### src/rtl/mp3_display_overlay.sv
// MP3 player UI pixel generator: debounced buttons drive track/volume state, colour is registered one clk after x/y.
// Button-to-state latency is 2 sync + DEBOUNCE_CYCLES + 1 edge + 1 state cycles; no backpressure, colour is produced every cycle.
module mp3_display_overlay #(
    parameter int H_RES           = 640,
    parameter int V_RES           = 480,
    parameter int NUM_TRACKS      = 4,
    parameter int VOL_MAX         = 15,
    parameter int VOL_INIT        = 8,
    parameter int DEBOUNCE_CYCLES = 1_000_000
) (
    input  logic               clk,
    input  logic               rst_n,
    input  logic signed [15:0] i_x,
    input  logic signed [15:0] i_y,
    input  logic               i_next,
    input  logic               i_pre,
    input  logic               i_vol_plus,
    input  logic               i_vol_dec,
    output logic [7:0]         o_red,
    output logic [7:0]         o_green,
    output logic [7:0]         o_blue
);
    localparam int CW = $clog2(DEBOUNCE_CYCLES + 1);
    localparam int TW = $clog2(NUM_TRACKS);
    localparam int VW = $clog2(VOL_MAX + 1);

    localparam logic signed [15:0] H_LIM = 16'(H_RES);
    localparam logic signed [15:0] V_LIM = 16'(V_RES);

    localparam logic [23:0] C_BLACK  = 24'h000000;
    localparam logic [23:0] C_YELLOW = 24'hFFC000;
    localparam logic [23:0] C_GREY   = 24'h606060;
    localparam logic [23:0] C_GREEN  = 24'h00FF00;
    localparam logic [23:0] C_DGREY  = 24'h303030;
    localparam logic [23:0] C_BG     = 24'h101040;

    // Bit order: 0 next, 1 pre, 2 vol_plus, 3 vol_dec
    logic [3:0]    btn_raw;
    logic [3:0]    sync0_q, sync1_q;
    logic [3:0]    db_q, db_d, db_prev_q, press_q;
    logic [3:0]    armed_q, armed_d;
    logic [CW-1:0] cnt_q [4];
    logic [CW-1:0] cnt_d [4];
    logic [TW-1:0] trk_q, trk_d;
    logic [VW-1:0] vol_q, vol_d;
    logic [23:0]   rgb_q, rgb_d;

    assign btn_raw = {i_vol_dec, i_vol_plus, i_pre, i_next};

    // An unarmed button (after reset) must first be seen stably low, so a press held through reset is dropped.
    always_comb begin
        db_d    = db_q;
        armed_d = armed_q;
        for (int b = 0; b < 4; b++) begin
            cnt_d[b] = cnt_q[b];
            if (!armed_q[b]) begin
                if (sync1_q[b]) begin
                    cnt_d[b] = '0;
                end else if (cnt_q[b] == CW'(DEBOUNCE_CYCLES - 1)) begin
                    cnt_d[b]   = '0;
                    armed_d[b] = 1'b1;
                end else begin
                    cnt_d[b] = cnt_q[b] + CW'(1);
                end
            end else if (sync1_q[b] == db_q[b]) begin
                cnt_d[b] = '0;
            end else if (cnt_q[b] == CW'(DEBOUNCE_CYCLES - 1)) begin
                cnt_d[b] = '0;
                db_d[b]  = sync1_q[b];
            end else begin
                cnt_d[b] = cnt_q[b] + CW'(1);
            end
        end
    end

    always_comb begin
        trk_d = trk_q;
        case ({press_q[1], press_q[0]})
            2'b01:   trk_d = (trk_q == TW'(NUM_TRACKS - 1)) ? '0 : trk_q + TW'(1);
            2'b10:   trk_d = (trk_q == '0) ? TW'(NUM_TRACKS - 1) : trk_q - TW'(1);
            default: trk_d = trk_q;
        endcase
        vol_d = vol_q;
        case ({press_q[3], press_q[2]})
            2'b01:   vol_d = (vol_q == VW'(VOL_MAX)) ? vol_q : vol_q + VW'(1);
            2'b10:   vol_d = (vol_q == '0) ? vol_q : vol_q - VW'(1);
            default: vol_d = vol_q;
        endcase
    end

    logic               hit;
    logic signed [15:0] lo, hi;
    always_comb begin
        rgb_d = C_BG;
        hit   = 1'b0;
        lo    = '0;
        hi    = '0;
        if (i_x < 0 || i_y < 0 || i_x >= H_LIM || i_y >= V_LIM) begin
            rgb_d = C_BLACK;
        end else begin
            for (int k = 0; k < NUM_TRACKS; k++) begin
                lo = 16'(64 + 96 * k);
                hi = 16'(127 + 96 * k);
                if (!hit && i_y >= 16'sd96 && i_y <= 16'sd159 && i_x >= lo && i_x <= hi) begin
                    hit   = 1'b1;
                    rgb_d = (TW'(k) == trk_q) ? C_YELLOW : C_GREY;
                end
            end
            for (int k = 0; k <= VOL_MAX; k++) begin
                lo = 16'(64 + 32 * k);
                hi = 16'(87 + 32 * k);
                if (!hit && i_y >= 16'sd320 && i_y <= 16'sd351 && i_x >= lo && i_x <= hi) begin
                    hit   = 1'b1;
                    rgb_d = (VW'(k) < vol_q) ? C_GREEN : C_DGREY;
                end
            end
        end
    end

    always_ff @(posedge clk or negedge rst_n) begin
        if (!rst_n) begin
            sync0_q   <= '0;
            sync1_q   <= '0;
            db_q      <= '0;
            db_prev_q <= '0;
            press_q   <= '0;
            armed_q   <= '0;
            for (int b = 0; b < 4; b++) cnt_q[b] <= '0;
            trk_q     <= '0;
            vol_q     <= VW'(VOL_INIT);
            rgb_q     <= '0;
        end else begin
            sync0_q   <= btn_raw;
            sync1_q   <= sync0_q;
            db_q      <= db_d;
            db_prev_q <= db_q;
            press_q   <= db_q & ~db_prev_q;
            armed_q   <= armed_d;
            for (int b = 0; b < 4; b++) cnt_q[b] <= cnt_d[b];
            trk_q     <= trk_d;
            vol_q     <= vol_d;
            rgb_q     <= rgb_d;
        end
    end

    assign o_red   = rgb_q[23:16];
    assign o_green = rgb_q[15:8];
    assign o_blue  = rgb_q[7:0];
endmodule

### config.mk
export PLATFORM = sky130hd
export DESIGN_NAME = mp3_display_overlay
export DESIGN_NICKNAME = d
export VERILOG_FILES = /design/src/rtl/mp3_display_overlay.sv
export SDC_FILE = /design/constraint.sdc
export NUM_CORES = 1
export LEC_CHECK = 0
export CORE_MARGIN = 2
export CORE_UTILIZATION = 31
export DETAILED_ROUTE_END_ITERATION = 10
export PLACE_DENSITY = 0.47
export SYNTH_ARGS = -nofsm -noshare
export SYNTH_HDL_FRONTEND = slang
export SYNTH_SLANG_ARGS = --single-unit
### constraint.sdc
create_clock -name clk -period 2.4 [get_ports clk]
set_clock_uncertainty 0.15 [all_clocks]
set_input_delay 0.24 -clock clk [delete_from_list [all_inputs] [get_ports clk]]
set_output_delay 0.24 -clock clk [all_outputs]
set_load 0.005 [all_outputs]
# After elaboration in Yosys (flattened, before gate mapping)
# Index checks and enable logic that the tools add are counted.
[word_totals]
ff_bits = 134
in_bits = 38
out_inout_bits = 24
elab_cells = 332
[classes]
addsub = 8
n_lt_le_gt_ge = 60
n_eq_ne = 19
muxes = 113
n_bitwise = 6
n_reduce_logical = 110
[op_table]
columns = ["operator", "n"]
rows = [
  ["two-way mux 24 bit", 25],
  ["two-way mux 22 bit", 16],
  ["two-way mux 20 bit", 16],
  ["less-or-equal comparator 16 x 10 -> 1 bit, second input constant", 11],
  [">= comparator 16 x 10 -> 1 bit, second input constant", 10],
  ["less-or-equal comparator 16 x 9 -> 1 bit, second input constant", 6],
  ["adder 20 x 1 -> 20 bit, second input constant", 4],
  ["== test 20 bit, second input constant", 4],
  ["logical AND 1 bit", 79],
  [">= comparator 16 x 9 -> 1 bit, second input constant", 4],
  ["two-way mux 1 bit", 50],
  [">= comparator 16 x 11 -> 1 bit, second input constant", 3],
  [">= comparator 16 x 8 -> 1 bit, second input constant", 3],
  ["less-or-equal comparator 16 x 8 -> 1 bit, second input constant", 3],
  ["less-or-equal comparator 16 x 11 -> 1 bit, second input constant", 2],
  ["less-than comparator 16 x 1 -> 1 bit, second input constant", 2],
  ["less-than comparator 4 bit, first input constant", 8],
  ["zero test 1 bit", 19],
  ["less-than comparator 3 x 4 -> 1 bit, first input constant", 4],
  ["AND reduction 3 bit", 5],
  ["less-than comparator 1 x 4 -> 1 bit, first input constant", 2],
  ["less-than comparator 2 x 4 -> 1 bit, first input constant", 2],
  ["two-way mux 4 bit", 2],
  ["case mux 4 bit (2 select lines)", 1],
  ["other kinds (20)", 35],
]

# Logic depth before layout (Yosys ltp)
# Gate-level depths: netlist of run 1.
[logic_depth]
ltp_word = 139
mapped_depth = 9
depth_no_buf = 9

# Worst setup path before layout of run 1
# No wires, ideal clock.
[synth_timing]
path_type = "input to register"
start = "input port i_y[13]"
end = "register rgb_q[14]"
setup_ns = 0.120
t_arrival_ns = 2.173
required_time_ns = 2.130
setup_slack_ns = -0.043
cell_stages = 7
path_buffers = 0
path_cell_list = "or4_1 nor4_4 nand3_1 or4_1 a31oi_2 nor4_2 o211a_1"
[synth_via]
elab_chain_len = 139
word_cells_on_any_way = 166
cone_classes = "order compare: 6; mux: 59; reduce/logical: 101"
[synth_rtl]
columns = ["item", "line", "rtl"]
rows = [
  ["start, declared", "14", "input logic signed [15:0] i_y,"],
  [">= comparator 16 x 8 -> 1 bit / less-or-equal comparator 16 x 9 -> 1 bit (equally long branches)", "104", "if (!hit && i_y >= 16'sd96 && i_y <= 16'sd159 && i_x >= lo && i_x <= hi) begin"],
  ["logical AND 1 bit (3 in a row)", "104", ""],
  ["two-way mux 1 bit", "104", ""],
  ["two-way mux 1 bit", "98", "if (i_x < 0 || i_y < 0 || i_x >= H_LIM || i_y >= V_LIM) begin"],
  ["zero test 1 bit", "104", ""],
  ["logical AND 1 bit (4 in a row)", "104", ""],
  ["two-way mux 1 bit", "104", ""],
  ["two-way mux 1 bit", "98", ""],
  ["(+113 left out)", "-", ""],
  ["logical AND 1 bit (4 in a row)", "112", "if (!hit && i_y >= 16'sd320 && i_y <= 16'sd351 && i_x >= lo && i_x <= hi) begin"],
  ["two-way mux 1 bit", "112", ""],
  ["two-way mux 1 bit", "98", ""],
  ["zero test 1 bit", "112", ""],
  ["logical AND 1 bit (4 in a row)", "112", ""],
  ["two-way mux 24 bit", "112", ""],
  ["two-way mux 24 bit (*)", "98", ""],
  ["via rgb_d[14]", "46", "logic [23:0] rgb_q, rgb_d;"],
  ["end signal, assigned", "142", "rgb_q <= rgb_d;"],
  ["end, declared", "46", ""],
]
# The timed path passes the listed nets; every way through them passes the cells marked *. The select of a mux whose other input is x is not followed.
# A chain may end at the register's enable or synchronous reset.

# Worst setup path in the final report of run 1
[layout_timing]
start = "input port i_x[13]"
end = "register rgb_q[14]"
[layout_via]
elab_chain_len = 138
word_cells_on_any_way = 197
cone_classes = "order compare: 38; mux: 59; reduce/logical: 100"
[layout_rtl]
columns = ["item", "line", "rtl"]
rows = [
  ["start, declared", "13", "input logic signed [15:0] i_x,"],
  [">= comparator 16 x 8 -> 1 bit", "104, 112", ""],
  ["logical AND 1 bit (2 in a row)", "104", ""],
  ["two-way mux 1 bit", "104", ""],
  ["two-way mux 1 bit", "98", ""],
  ["zero test 1 bit", "104", ""],
  ["logical AND 1 bit (4 in a row)", "104", ""],
  ["two-way mux 1 bit", "104", ""],
  ["two-way mux 1 bit", "98", ""],
  ["(+113 left out)", "-", ""],
  ["logical AND 1 bit (4 in a row)", "112", ""],
  ["two-way mux 1 bit", "112", ""],
  ["two-way mux 1 bit", "98", ""],
  ["zero test 1 bit", "112", ""],
  ["logical AND 1 bit (4 in a row)", "112", ""],
  ["two-way mux 24 bit", "112", ""],
  ["two-way mux 24 bit (*)", "98", ""],
  ["via rgb_d[14]", "46", ""],
]
# Marks and branches as above.

==> flow_summary.ini, run 1 <==
[outcome]
status = finished clean

[power]
power_switching_mw = 1.05
p_per_area_mw_per_mm2 = 606
ir_worst_vdd_mv = 0.472
pwr-share-seq = 0.425
leakage_nw = 3.62
clkPwrFrac = 0.518
pwr-share-comb = 0.058
p_int_mw = 3.90
p_sw_frac = 0.212

[detailed_routing]
drtPass1Iterations = 4
initialDrtViolationCount = 363
num_vias = 4976
wl_per_cell_um = 13.4
wl_um = 13900
vias_per_cell = 4.78
drc = 0
ant_nets = 0

[min_path]
hp-start = i_pre
hold_path_depth = 1
hold_path_end = sync0_q[1]
min_path_type = primary input to flop

[synth]
synth_top_cell_by_area = dfrtp_1
avgSynthCellArea_sq_um = 9.69
synth_cell_types = 65
synth_ff_type = dfrtp_1
ys_seq_area_frac = 0.489
synth-seq-cells = 122
synth_cells = 645
synth-edff-count = 0
yosys.cell_count.top_type = dfrtp_1
synthArstFlopShare = 1.00
netlist_area_sq_mm = 0.00625
netlist_top_cells_area = dfrtp_1, nor2_1, xor2_1, xnor2_1, nand3_1
synth_common_cells = dfrtp_1, nor2_1, nand2_1, xor2_1, nand3_1
yosysWarnings = 0
synth_top_area_share = 0.484

[final_layout]
multi_input_area_sq_mm = 0.00305
fillCellCount = 1979
fin_nets = 813
drive_gt1_frac = 0.166
fin_util = 0.415
fin_cells = 1040
area_growth_pct = 30.6
antenna_cells = 0
regArea_sq_mm = 0.00305

[global_route]
antenna_found_initial = 0
overflow = 0
grt_max_degree = 49
grt_usage = 0.137
grt_pass1_wl_um = 24200
grt_pass1_vias = 5196

[critical_path]
critical_path.startpoint_type = primary input
r2r_slack_ns = 0.14
path_class = primary input to flop
endpoint_kind = flop
critPathMaxFanout = 4
reg2reg_to = rgb_q[14]
reg2reg_depth = 8
cp.required_ns = 2.54
r2r_start = vol_q[0]
worstPathArrival_ns = 2.45

[place]
gp_congestion = 0.814
placedCellCount = 1005
post-place-ws_ns = -0.573
port_buffers = 51
dpl.hpwl_um = 10000

[die]
start_util = 0.318
rows = 51
die_x_um = 146
die_h_um = 146
fp.dieArea_sq_mm = 0.0213
io_pins = 62
coreArea_sq_mm = 0.0197

[clock_network]
numCtsBuffers = 17
clockBufferDepth = 2
worstSkewPairLatency_ns = 0.41
tritoncts = yes
clk_pin_slew_ns = 0.05
htreeDepth = 4
clock-sinks = 122
root_buffer = clkbuf_16

[timing]
post-route-period-util = 0.961
finalSetupViolations = 0
setup_tns_ns = 0
fmax_mhz = 434
final_hold_viol_count = 0
slew_violations = 0
setup_ws_ns = 0.0934
rsz0062_at_grt = no
layout_min_cycle_time_ns = 2.31
whs_ns = 0.115

[run]
drv_cap = 0
## cell usage in the layout (no fill, tap or decap), types with 17 or more instances in the layout
master	instances
inv_1	17
buf_4	69
nor2_1	110
dfrtp_1	121
o21ai_0	17
clkbuf_16	17
nand2_1	52
nand4_1	21
xor2_1	42
clkdlybuf4s50_1	39
and3_1	27
xnor2_1	36
nand3_1	40
## stage by stage
step | total power, mW | instance area (sq um)
floorplan | 2.24 | 6270
global placement | 2.42 | 7490
detailed placement | 2.43 | 7490
CTS | 5.02 | 8140
global route | 5.13 | 8160
finish | 4.95 | 8160
## worst max-delay path: stages
cell,delay [ns]
clkdlybuf4s15_1,0.18
or4_4,0.53
or4_4,0.56
a2111oi_4,0.34
nand2_2,0.10
a31oi_4,0.27
nor4_4,0.09
o211a_1,0.13
## layer usage
layer	track usage	share of wire
met3	0.0292	0.027
met1	0.172	0.47
met2	0.229	0.48
met5	0	0
met4	0.0553	0.018
## power by group through the flow
stage | registers (mW) | logic (mW) | clock network (mW)
global route | 2.10 | 0.319 | 2.71
floorplan | 2.13 | 0.104 | 0
global placement | 2.14 | 0.287 | 0
CTS | 2.10 | 0.290 | 2.63
detailed placement | 2.14 | 0.292 | 0
finish | 2.10 | 0.285 | 2.56
## what timing repair did
item	CTS	global route
hold buffers	1	0
endpoints found under the setup margin	7	6
buffers inserted	2	1
resized for setup	16	11
pin swaps	12	13
hold endpoints to repair	30	0
gates cloned	0	0
## area by class of cell
type	count	share of cell area
clock inverter	6	0.0104
inverter	17	0.00782
multi-input combinational	483	0.374
timing repair buffer	122	0.130
sequential	122	0.374
clock buffer	25	0.0632
tap	265	0.0406
## how the worst max path moves through the flow
stage                     slack [ns]  startpoint   endpoint
after floorplan                -0.02     i_y[13]  rgb_q[14]
after global placement         -0.54     i_x[12]  rgb_q[14]
after detailed placement       -0.57     i_x[12]  rgb_q[14]
after CTS                      0.003     i_y[11]  rgb_q[14]
after global routing           0.002     i_x[13]  rgb_q[14]
final                           0.09     i_x[13]  rgb_q[14]
## cells by family after synthesis
| group | share of synthesized area |
|---|---|
| compound gates | 0.0767 |
| xor+xnor | 0.109 |
| fa+ha+maj | 0.0240 |
| buf+inv | 0.0338 |
| flops | 0.489 |
| mux | 0.00541 |
| other cells | 0.000600 |
| simple gates | 0.261 |
## sequential cells by signal (all words and copies together) (netlist names)
name,count
cnt_q,80
rgb_q,12
armed_q,4
db_prev_q,4
db_q,4
press_q,4
sync0_q,4
sync1_q,4
vol_q,4
trk_q,2
(Power assumes the default switching activity.)
==> inputs of run 2 (changes only) <==
Settings changed: ABC_CLOCK_PERIOD_IN_PS from default to 2400, PLACE_DENSITY 0.47 to 0.55.
==> run 2 against run 1 <==
Compared with the run above:
- die area is the same
- global-route usage is essentially flat
- design area grew 0.37%
- sequential cell count is the same
- largest power group unchanged
- highest routed layer unchanged
==> flow_summary.ini, run 2 (synthesis gave the netlist of run 1 again) <==
[outcome]
status = finished clean

[critical_path]
worstPathArrival_ns = 2.49
path_buf_inv = 1
cpLargestDelayFamily = simple AND/OR/NAND/NOR gates
crit_path_end = rgb_q[14]
critPathMaxFanout = 4
path_cells = clkdlybuf4s15_1, or4_4, or4_4, a2111oi_4, nand2_2, a31oi_4, nor4_4, o211a_1
critical_path.startpoint_type = primary input
reg2reg_to = rgb_q[14]
path_class = primary input to flop
reg2reg_depth = 8
critPathLaunch = i_x[15]
r2r_slack_ns = 0.09
r2r_start = vol_q[1]
cp.required_ns = 2.55
slowest_stage = or4_4
crit_cells = 8
endpoint_kind = flop
critical_path.max_stage_delay_ns = 0.55
crit_top_cell = or4_4

[global_route]
grt_pass1_vias = 5073
grt_usage = 0.136
antenna_found_initial = 0
grt_pass1_wl_um = 23900
grt_max_degree = 46
overflow = 0

[run]
drv_cap = 0

[die]
die_x_um = 146
coreArea_sq_mm = 0.0197
fp.dieArea_sq_mm = 0.0213
rows = 51
die_h_um = 146
start_util = 0.318
io_pins = 62

[min_path]
hold_path_depth = 1
min_path_type = primary input to flop

[detailed_routing]
initialDrtViolationCount = 218
vias_per_cell = 4.83
wl_met2_um = 6770
wl_per_cell_um = 13.4
ant_nets = 0
drc = 0
wl_met1_um = 6600
dr.max_layer_used = met4
wl_met3_um = 454
num_vias = 5021
drtPass1Iterations = 4
wl_um = 13900

[timing]
layout_min_cycle_time_ns = 2.34
final_hold_viol_count = 0
worstMarginPinSlew_ns = 0.625
post-route-period-util = 0.973
whs_ns = 0.108
maxSlewHeadroom = 0.582
finalSetupViolations = 0
fmax_mhz = 428
slew_violations = 0

[power]
ir_worst_vdd_mv = 0.522
leakage_nw = 3.63
p_per_area_mw_per_mm2 = 605

[clock_network]
clockBufferDepth = 2
clk_pin_slew_ns = 0.06
htreeDepth = 4
worstSkewPairLatency_ns = 0.42
numCtsBuffers = 17
tritoncts = yes
root_buffer = clkbuf_16
clock-sinks = 122

[final_layout]
antenna_cells = 0
fin_util = 0.417
reg.largest.list = cnt_q (80), rgb_q (12)
drive_gt1_frac = 0.177
layout_common_cells = dfrtp_1, nor2_1, buf_4
final_common_cell = dfrtp_1
fin_nets = 812
area_growth_pct = 31.1
max_flop_register = cnt_q
largest_reg_flops = 80
fillCellCount = 1930

[place]
port_buffers = 51
dpl.hpwl_um = 9840
gp_congestion = 0.849
## run 2: cell types whose count changed in the layout (fill, tap and decap cells not counted), sizes merged, moves of 2 or more
cell,before,now
clkbuf,26,18
clkinv,2,5
dlymetal6s2s,1,4
inv,17,20
clkinvlp,2,4
dlygate4sd2,5,3
## run 2: per-stage QoR
stage          setup slack, ns  TNS, ns  std cells  instance area (sq um)  total power, mW
2_1_floorplan          -0.0201  -0.0201        649                   6270             2.24
3_3_place_gp            -0.545    -4.32       1004                   7470             2.41
3_5_place_dp            -0.572    -4.58       1004                   7470             2.42
4_1_cts                 0.0158        0       1037                   8090             5.05
5_1_grt                -0.0468  -0.0707       1040                   8190             5.18
6_report                0.0648        0       1040                   8190             4.96
## run 2: repair_timing
item                                    4_1_cts  5_1_grt
hold buffers                                  1        0
hold endpoints to repair                     40        0
endpoints found under the setup margin        6        8
pin swaps                                     9       17
resized for setup                            11       25
buffers inserted                              0        3
## run 2: worst min path at each step
stage / start / to / slack (ns)
global placement: rst_n / cnt_q[60] / 0.13
finish: i_next / sync0_q[0] / 0.11
floorplan: rst_n / armed_q[0] / -0.21
global route: i_pre / sync0_q[1] / 0.10
detailed placement: rst_n / cnt_q[60] / 0.13
CTS: i_next / sync0_q[0] / 0.09
## run 2: final cells by class
class | instances | area, sq um | share of cell area
Clock inverter | 15 | 171 | 0.0209
Tap cell | 265 | 332 | 0.0405
Timing Repair Buffer | 121 | 1050 | 0.128
Inverter | 17 | 63.8 | 0.00779
Sequential cell | 122 | 3050 | 0.373
Clock buffer | 17 | 425 | 0.0519
Multi-Input combinational cell | 483 | 3090 | 0.378
## run 2: per-layer routing
| metal | GRT usage | vias up |
|---|---|---|
| met3 | 0.0389 | 6 |
| met1 | 0.175 | 2486 |
| met5 | 0 | - |
| li1 | - | 2460 |
| met4 | 0.0490 | 0 |
| met2 | 0.220 | 69 |
## run 2: where the power goes
part / switching, mW / internal [mW] / total, mW
clock: 0.946 / 1.63 / 2.57
combinational: 0.155 / 0.127 / 0.281
sequential: 0.0183 / 2.08 / 2.10
